$ cat config.mk
export PLATFORM = sky130hd
export DESIGN_NAME = rs_alu_ctrl
export DESIGN_NICKNAME = d
export VERILOG_FILES = /design/src/rtl/rs_alu_ctrl.sv
export SDC_FILE = /design/constraint.sdc
export NUM_CORES = 1
export LEC_CHECK = 0
export ABC_AREA = 1
export BUFFER_PORTS_ARGS = -buffer_cell sky130_fd_sc_hd__buf_4
export CELL_PAD_IN_SITES_DETAIL_PLACEMENT = 0
export CELL_PAD_IN_SITES_GLOBAL_PLACEMENT = 1
export CORE_MARGIN = 2
export CORE_UTILIZATION = 43
export CTS_BUF_LIST = sky130_fd_sc_hd__clkbuf_2
export DETAILED_ROUTE_END_ITERATION = 10
export PLACE_DENSITY_LB_ADDON = 0.1
export REMOVE_ABC_BUFFERS = 1
export SYNTH_ARGS = -nofsm -noshare
export SYNTH_HDL_FRONTEND = slang
export SYNTH_SLANG_ARGS = --single-unit
$ cat constraint.sdc
create_clock -name clk -period 10.6 [get_ports clk]
set_input_delay 2.12 -clock clk [delete_from_list [all_inputs] [get_ports clk]]
set_output_delay 2.12 -clock clk [all_outputs]
set_load 0.02 [all_outputs]
$ cat src/rtl/rs_alu_ctrl.sv
// rs_alu_ctrl: ALU reservation-station allocation and oldest-ready issue scheduler
module rs_alu_ctrl #(
  parameter int NENT = 8,
  parameter int ENT_SEL = 3
) (
  input  logic               clk,
  input  logic               rst,
  input  logic [NENT-1:0]    i_ent_busy,
  input  logic [NENT-1:0]    i_ent_vld,
  input  logic               i_dp_req0,
  input  logic               i_dp_req1,
  output logic               o_dp_stall,
  output logic [NENT-1:0]    o_wr_en0,
  output logic [NENT-1:0]    o_wr_en1,
  output logic [ENT_SEL:0]   o_free_cnt,
  input  logic               i_alu_rdy,
  output logic [NENT-1:0]    o_rd_en,
  output logic               o_issue_vld,
  output logic [ENT_SEL-1:0] o_issue_sel
);
  logic [NENT-1:0]            free, blk, elig, rd_pick;
  logic [NENT-1:0][NENT-1:0]  age;
  logic [ENT_SEL-1:0]         w0, w1, rd_idx;
  logic [1:0]                 req_n;
  logic                       alloc_ok;
  assign free = ~i_ent_busy;
  always_comb begin
    o_free_cnt = '0;
    w0 = '0;
    w1 = '0;
    for (int i = NENT - 1; i >= 0; i--) w0 = free[i] ? ENT_SEL'(i) : w0;
    for (int i = 0; i < NENT; i++) begin
      w1 = free[i] ? ENT_SEL'(i) : w1;
      o_free_cnt = o_free_cnt + (ENT_SEL+1)'(free[i]);
    end
  end
  assign req_n = {1'b0, i_dp_req0} + {1'b0, i_dp_req0 & i_dp_req1};
  assign o_dp_stall = (ENT_SEL+1)'(req_n) > o_free_cnt;
  assign alloc_ok = !rst && !o_dp_stall;
  assign o_wr_en0 = (alloc_ok && i_dp_req0) ? NENT'(1) << w0 : '0;
  assign o_wr_en1 = (alloc_ok && i_dp_req0 && i_dp_req1) ? NENT'(1) << w1 : '0;
  always_comb begin
    blk = '0;
    for (int i = 0; i < NENT; i++)
      for (int j = 0; j < NENT; j++)
        blk[i] = blk[i] | (i_ent_vld[j] & age[j][i]);
  end
  assign elig = i_ent_vld & ~blk;
  assign rd_pick = elig & (~elig + NENT'(1));
  assign o_rd_en = (!rst && i_alu_rdy) ? rd_pick : '0;
  always_comb begin
    rd_idx = '0;
    for (int i = 0; i < NENT; i++) rd_idx = rd_pick[i] ? ENT_SEL'(i) : rd_idx;
  end
  always_ff @(posedge clk) begin
    if (rst) begin
      age <= '0;
      o_issue_vld <= 1'b0;
      o_issue_sel <= '0;
    end else begin
      for (int i = 0; i < NENT; i++)
        for (int j = 0; j < NENT; j++)
          if (i == j) age[i][j] <= 1'b0;
          else if (o_wr_en0[i]) age[i][j] <= o_wr_en1[j];
          else if (o_wr_en1[i]) age[i][j] <= 1'b0;
          else if (o_wr_en0[j] | o_wr_en1[j]) age[i][j] <= 1'b1;
      o_issue_vld <= |o_rd_en;
      if (|o_rd_en) o_issue_sel <= rd_idx;
    end
  end
endmodule

**After elaboration in Yosys (flattened, before gate mapping)**

Index checks and enable logic that the tools add are counted.

- Bits in registers: 68
- Input port bits: 21
- Output and inout port bits: 33
- Word-level logic and storage cells: 420

- Add/sub/neg operators: 9
- Magnitude comparators: 1
- Shift-type cells: 2
- Multiplexer cells: 145
- Bitwise operators: 134
- Reductions and logical operators: 63

Operators by type and width:

| operator | number |
|---|---|
| $reduce_bool 3->1 | 56 |
| $mux 1 | 122 |
| $and 1x1->1 | 65 |
| $or 1x1->1 | 64 |
| $mux 3 | 16 |
| $mux 8 | 3 |
| $not 8->8 | 3 |
| $add 4x1->4 | 4 |
| $and 8x8->8 | 2 |
| $shl 1x3->8 const A | 2 |
| $add 8x1->8 const B | 1 |
| $mux 2 | 4 |
| $reduce_or 8->1 | 1 |
| $add 1x1->2 | 2 |
| $add 3x1->4 | 1 |
| $gt 2x4->1 | 1 |
| $logic_and 1x1->1 | 4 |
| $add 2x1->3 | 1 |
| $logic_not 1->1 | 2 |

**Depth between registers and ports, before layout**

- Depth after elaboration: 20
- Mapped depth: 20

**Worst setup path before layout**

Ideal clock, no wire load.

- Path type: input to output
- Start: input port i_ent_busy[0]
- End: output port o_wr_en0[1]
- Arrival time: 5,726 ps
- Required time: 8,480 ps
- Setup slack: 2,754 ps
- Cell stages on the path: 15
- Path through: inv_1 fa_1 fa_1 fa_1 ha_1 fa_1 inv_1 ha_1 inv_1 o21bai_1 nand3_1 nand2_2 nor2_2 inv_1 nor2_1

- Longest elaborated chain between the ends: 13
- Elaborated cells on any way between the ends: 15

RTL lines:

| what | line | source |
|---|---|---|
| start: declaration | 8 | `input logic [NENT-1:0] i_ent_busy,` |
| $not 8->8 | 26 | `assign free = ~i_ent_busy;` |
| $add 1x1->2 | 34 | `o_free_cnt = o_free_cnt + (ENT_SEL+1)'(free[i]);` |
| $add 2x1->3 | 34 |  |
| $add 3x1->4 | 34 |  |
| $add 4x1->4 (4 in a row) | 34 |  |
| via o_free_cnt[1] | 15 | `output logic [ENT_SEL:0] o_free_cnt,` |
| $gt 2x4->1 | 38 | `assign o_dp_stall = (ENT_SEL+1)'(req_n) > o_free_cnt;` |
| $logic_not 1->1 | 39 | `assign alloc_ok = !rst && !o_dp_stall;` |
| $logic_and 1x1->1 | 39 |  |
| $logic_and 1x1->1 | 40 | `assign o_wr_en0 = (alloc_ok && i_dp_req0) ? NENT'(1) << w0 : '0;` |
| $mux 8 | 40 |  |
| end: declaration | 13 | `output logic [NENT-1:0] o_wr_en0,` |

The timed path passes the listed nets, and every way through them passes these cells.

**Worst setup path in the final report**

- Start: input port i_ent_busy[0]
- End: output port o_wr_en0[0]

- Longest elaborated chain between the ends: 13
- Elaborated cells on any way between the ends: 15

RTL lines:

| what | line |
|---|---|
| $not 8->8 (*) | 26 |
| $add 1x1->2 | 34 |
| $add 2x1->3 | 34 |
| $add 3x1->4 | 34 |
| $add 4x1->4 (4 in a row) | 34 |
| $gt 2x4->1 | 38 |
| $logic_not 1->1 | 39 |
| $logic_and 1x1->1 | 39 |
| $logic_and 1x1->1 | 40 |
| $mux 8 (*) | 40 |

Every way passes the cells marked *; elsewhere a longest branch is shown, timed or not.

==> impl_summary.txt <==
----------------------------------------------------
[Synthesis]
  Share of synthesized flip-flops with an asynchronous set or reset ... 0%
  Mapped Avg Cell Area ... 6.39 um2
  Cell Area, Synth ... 3150 um2
  Number of distinct library cells after synthesis ... 28
  Most common cell in the netlist ... nand2_1
  Fraction of the yosys area taken by sequential cells ... 38.1%
  Syn Inst Count ... 493
  Yosys top cell area share ... 38.1%
  Ys flop type ... dfxtp_1
  Post-synth EDFFs ... 0
  Most area-hungry cell type in the Yosys netlist ... dfxtp_1
  Largest cells by area after synthesis ... dfxtp_1 38%, nand2_1 18%, nor2_1 12%
  Number of warnings issued by yosys ... 0
  Count of state elements after synthesis ... 60
  Synth cell count leaders ... 148 x nand2_1, 103 x nor2_1, 60 x dfxtp_1

[CTS]
  Clock transition time at the flip-flop clock pins of the worst setup and hold paths ... 0.20 ns
  Hold-fix buffers at CTS ... 0
  Setup fix buffers added after clock tree synthesis ... 0
  Number of gates resized after cts ... 0
  TritonCTS buffer count ... 9
  Maximum count of clock buffers along a single path ... 2
  Clock latency of the later-clocked register in the worst-skew pair ... 0.48 ns
  CTS tree ... yes
  Cell at the root of the clock tree ... clkbuf_2
  Number of clock sinks ... 60
  H-tree levels ... 3

[Floorplan]
  Die area ... 8020 um2
  Chip width ... 89.6 um
  Die outline height ... 89.6 um
  Number of I/O pins ... 54
  Row count ... 31
  Initial core utilization ... 43.9%
  Core area ... 7180 um2

[Min path]
  Worst Hold Depth ... 2
  Startpoint of the tightest hold check path ... o_issue_sel[2]
  Classification of the worst-slack hold path ... reg -> reg
  Hold Path Sink ... o_issue_sel[2]

[Timing]
  Shortest period the worst path allows ... 8.12 ns
  Slew at the pin closest to its max-slew limit ... 0.536 ns
  Tightest slew margin relative to the limit ... 64.2%
  Final count of pins violating max slew ... 0
  Final setup violating endpoints ... 0
  Setup clock skew after layout ... 0.0318 ns
  Post-route worst setup slack ... 2.48 ns
  Fmax ... 0.123 GHz
  Final total negative setup slack ... 0 ns
  Final period util ... 76.6%
  Worst Hold Margin ... 0.459 ns
  Unrepaired setup endpoints after global routing ... no
  Number of endpoints with negative hold slack in the final report ... 0

[Detailed routing]
  TritonRoute pass-1 iters ... 4
  DRC viols ... 0
  Residual antenna-violating net count after detailed routing ... 0
  Number of DRC markers in iteration 0 ... 179
  Routed length per placed instance ... 12.9 um
  Post-Route WL ... 8350 um
  Count of vias placed by the detailed router ... 3057
  Via density per instance ... 4.72

[Power]
  Portion of total power attributed to the clock network ... 24.1%
  Pwr per Cell Area ... 135 nW/um2
  Power share of the combinational group ... 27.3%
  Fraction of power spent switching nets ... 36.1%
  Static power due to leakage ... 1.98 nW
  Sequential share of power ... 48.6%
  Switching power of the nets ... 0.000180 W
  IR Drop Worst-Case VDD ... 83.6 uV
  Int Power ... 0.000319 W

[Global route]
  Initial antenna violation count ... 0
  Maximum number of pins on one net before global-route repair ... 34
  Vias in the first global route ... 2811
  Total gr overflow ... 0
  Global-route wire length before repair ... 13400 um
  Overall fraction of global-route tracks in use ... 22.2%

[Setup path]
  Setup slack of the most critical reg-to-reg path ... 8.99 ns
  Endpoint required time on the critical path ... 8.48 ns
  Crit-path max FO ... 8
  Type of element capturing the critical path ... output pin
  Crit Reg-Reg Endpoint ... o_issue_sel[0]
  Worst R2R Path Depth ... 12
  Crit path launch type ... input pin
  Crit path DAT ... 6.00 ns
  Crit Path Category ... in -> out
  Worst R2R Start ... age[42]

[Layout]
  Antenna Cells ... 0
  Fillers ... 787
  Nets ... 573
  Area delta synth->final ... 17.2%
  Fraction of layout instances using a drive strength above 1 ... 17.3%
  Post-layout util ... 51.4%

[Run]
  Max cap viols ... 0

[Placement]
  GPL Wtd Cong ... 0.874
  Post-DP HPWL ... 6320 um
  Post-placement worst setup slack ... 2.49 ns
  Number of buffers inserted by port buffering ... 53

[Outcome]
  Outcome ... complete, no violations

----------------------------------------------------
-- through the flow --
step                total power (W)  instance area (um2)  cells
floorplan                  0.000335                 3080    479
CTS                        0.000505                 3690    647
global route               0.000533                 3690    647
global placement           0.000381                 3600    631
finish                     0.000499                 3690    647
detailed placement         0.000384                 3600    631
-- sequential cells by signal (all words and copies together) (netlist names) --
register / count
o_issue_sel: 3
age: 56
o_issue_vld: 1
-- power by group through the flow --
stage / registers (W) / logic, W / clock network [W]
after floorplan: 0.000248 / 0.0000871 / 0
after global routing: 0.000244 / 0.000155 / 0.000134
final: 0.000242 / 0.000136 / 0.000120
after detailed placement: 0.000247 / 0.000137 / 0
after CTS: 0.000242 / 0.000138 / 0.000125
after global placement: 0.000247 / 0.000135 / 0
-- kinds of logic after synthesis --
group           count (synthesis)  synth area share [%]
simple gates                  285                  36.4
buf+inv                        81                  10.2
flops                          60                  38.1
compound gates                 58                  10.6
fa+ha+maj                       9                  4.53
-- how the worst max path moves through the flow --
stage / startpoint / to / slack (ns) / depth (start not counted)
final: i_ent_busy[0] / o_wr_en0[0] / 2.48 / 17
after global routing: i_ent_busy[0] / o_wr_en0[0] / 2.24 / 17
after CTS: i_ent_busy[0] / o_wr_en0[0] / 2.47 / 18
after detailed placement: i_ent_busy[0] / o_wr_en0[0] / 2.49 / 18
after global placement: i_ent_busy[0] / o_wr_en0[0] / 2.59 / 17
after floorplan: i_ent_busy[0] / o_wr_en0[1] / 2.75 / 15
-- metal layers --
layer | GRT usage, % | wire length [um] | vias up
li1 | - | - | 1601
met2 | 35.0 | 3820 | 55
met5 | 0 | 0 | -
met4 | 5.29 | 113 | 0
met1 | 31.1 | 4050 | 1393
met3 | 4.94 | 364 | 8
-- cell usage in the layout (no fill, tap or decap), drive strengths merged --
cell type	count
nand2	150
nor2	111
inv	67
dfxtp	60
buf	53
a21oi	29
o21ai	23
nand3	15
clkbuf	10
nor3	7
ha	5
fa	4
clkinv	4
o21bai	3
nand4	2
clkinvlp	2
o2111ai	1
a31oi	1
o21a	1
-- final cells by class --
cell class	instances	area, um2	area share, %
Tap cell	99	124	3.36
Sequential cell	60	1200	32.5
Multi-Input combinational cell	352	1630	44.0
Clock buffer	10	50.0	1.36
Clock inverter	6	41.3	1.12
Timing Repair Buffer	53	398	10.8
Inverter	67	251	6.81
-- critical path, stage by stage --
cell and delay, ns:
buf_4 0.10, inv_1 0.05, fa_1 0.56, fa_1 0.44
fa_1 0.47, ha_1 0.22, fa_1 0.52, inv_1 0.06
ha_1 0.30, inv_1 0.06, o21bai_1 0.05, nand3_1 0.16
nand2_2 0.11, nor2_2 0.18, nand3_2 0.23, inv_2 0.20
buf_4 0.16
Power figures use the tool's default switching activity.
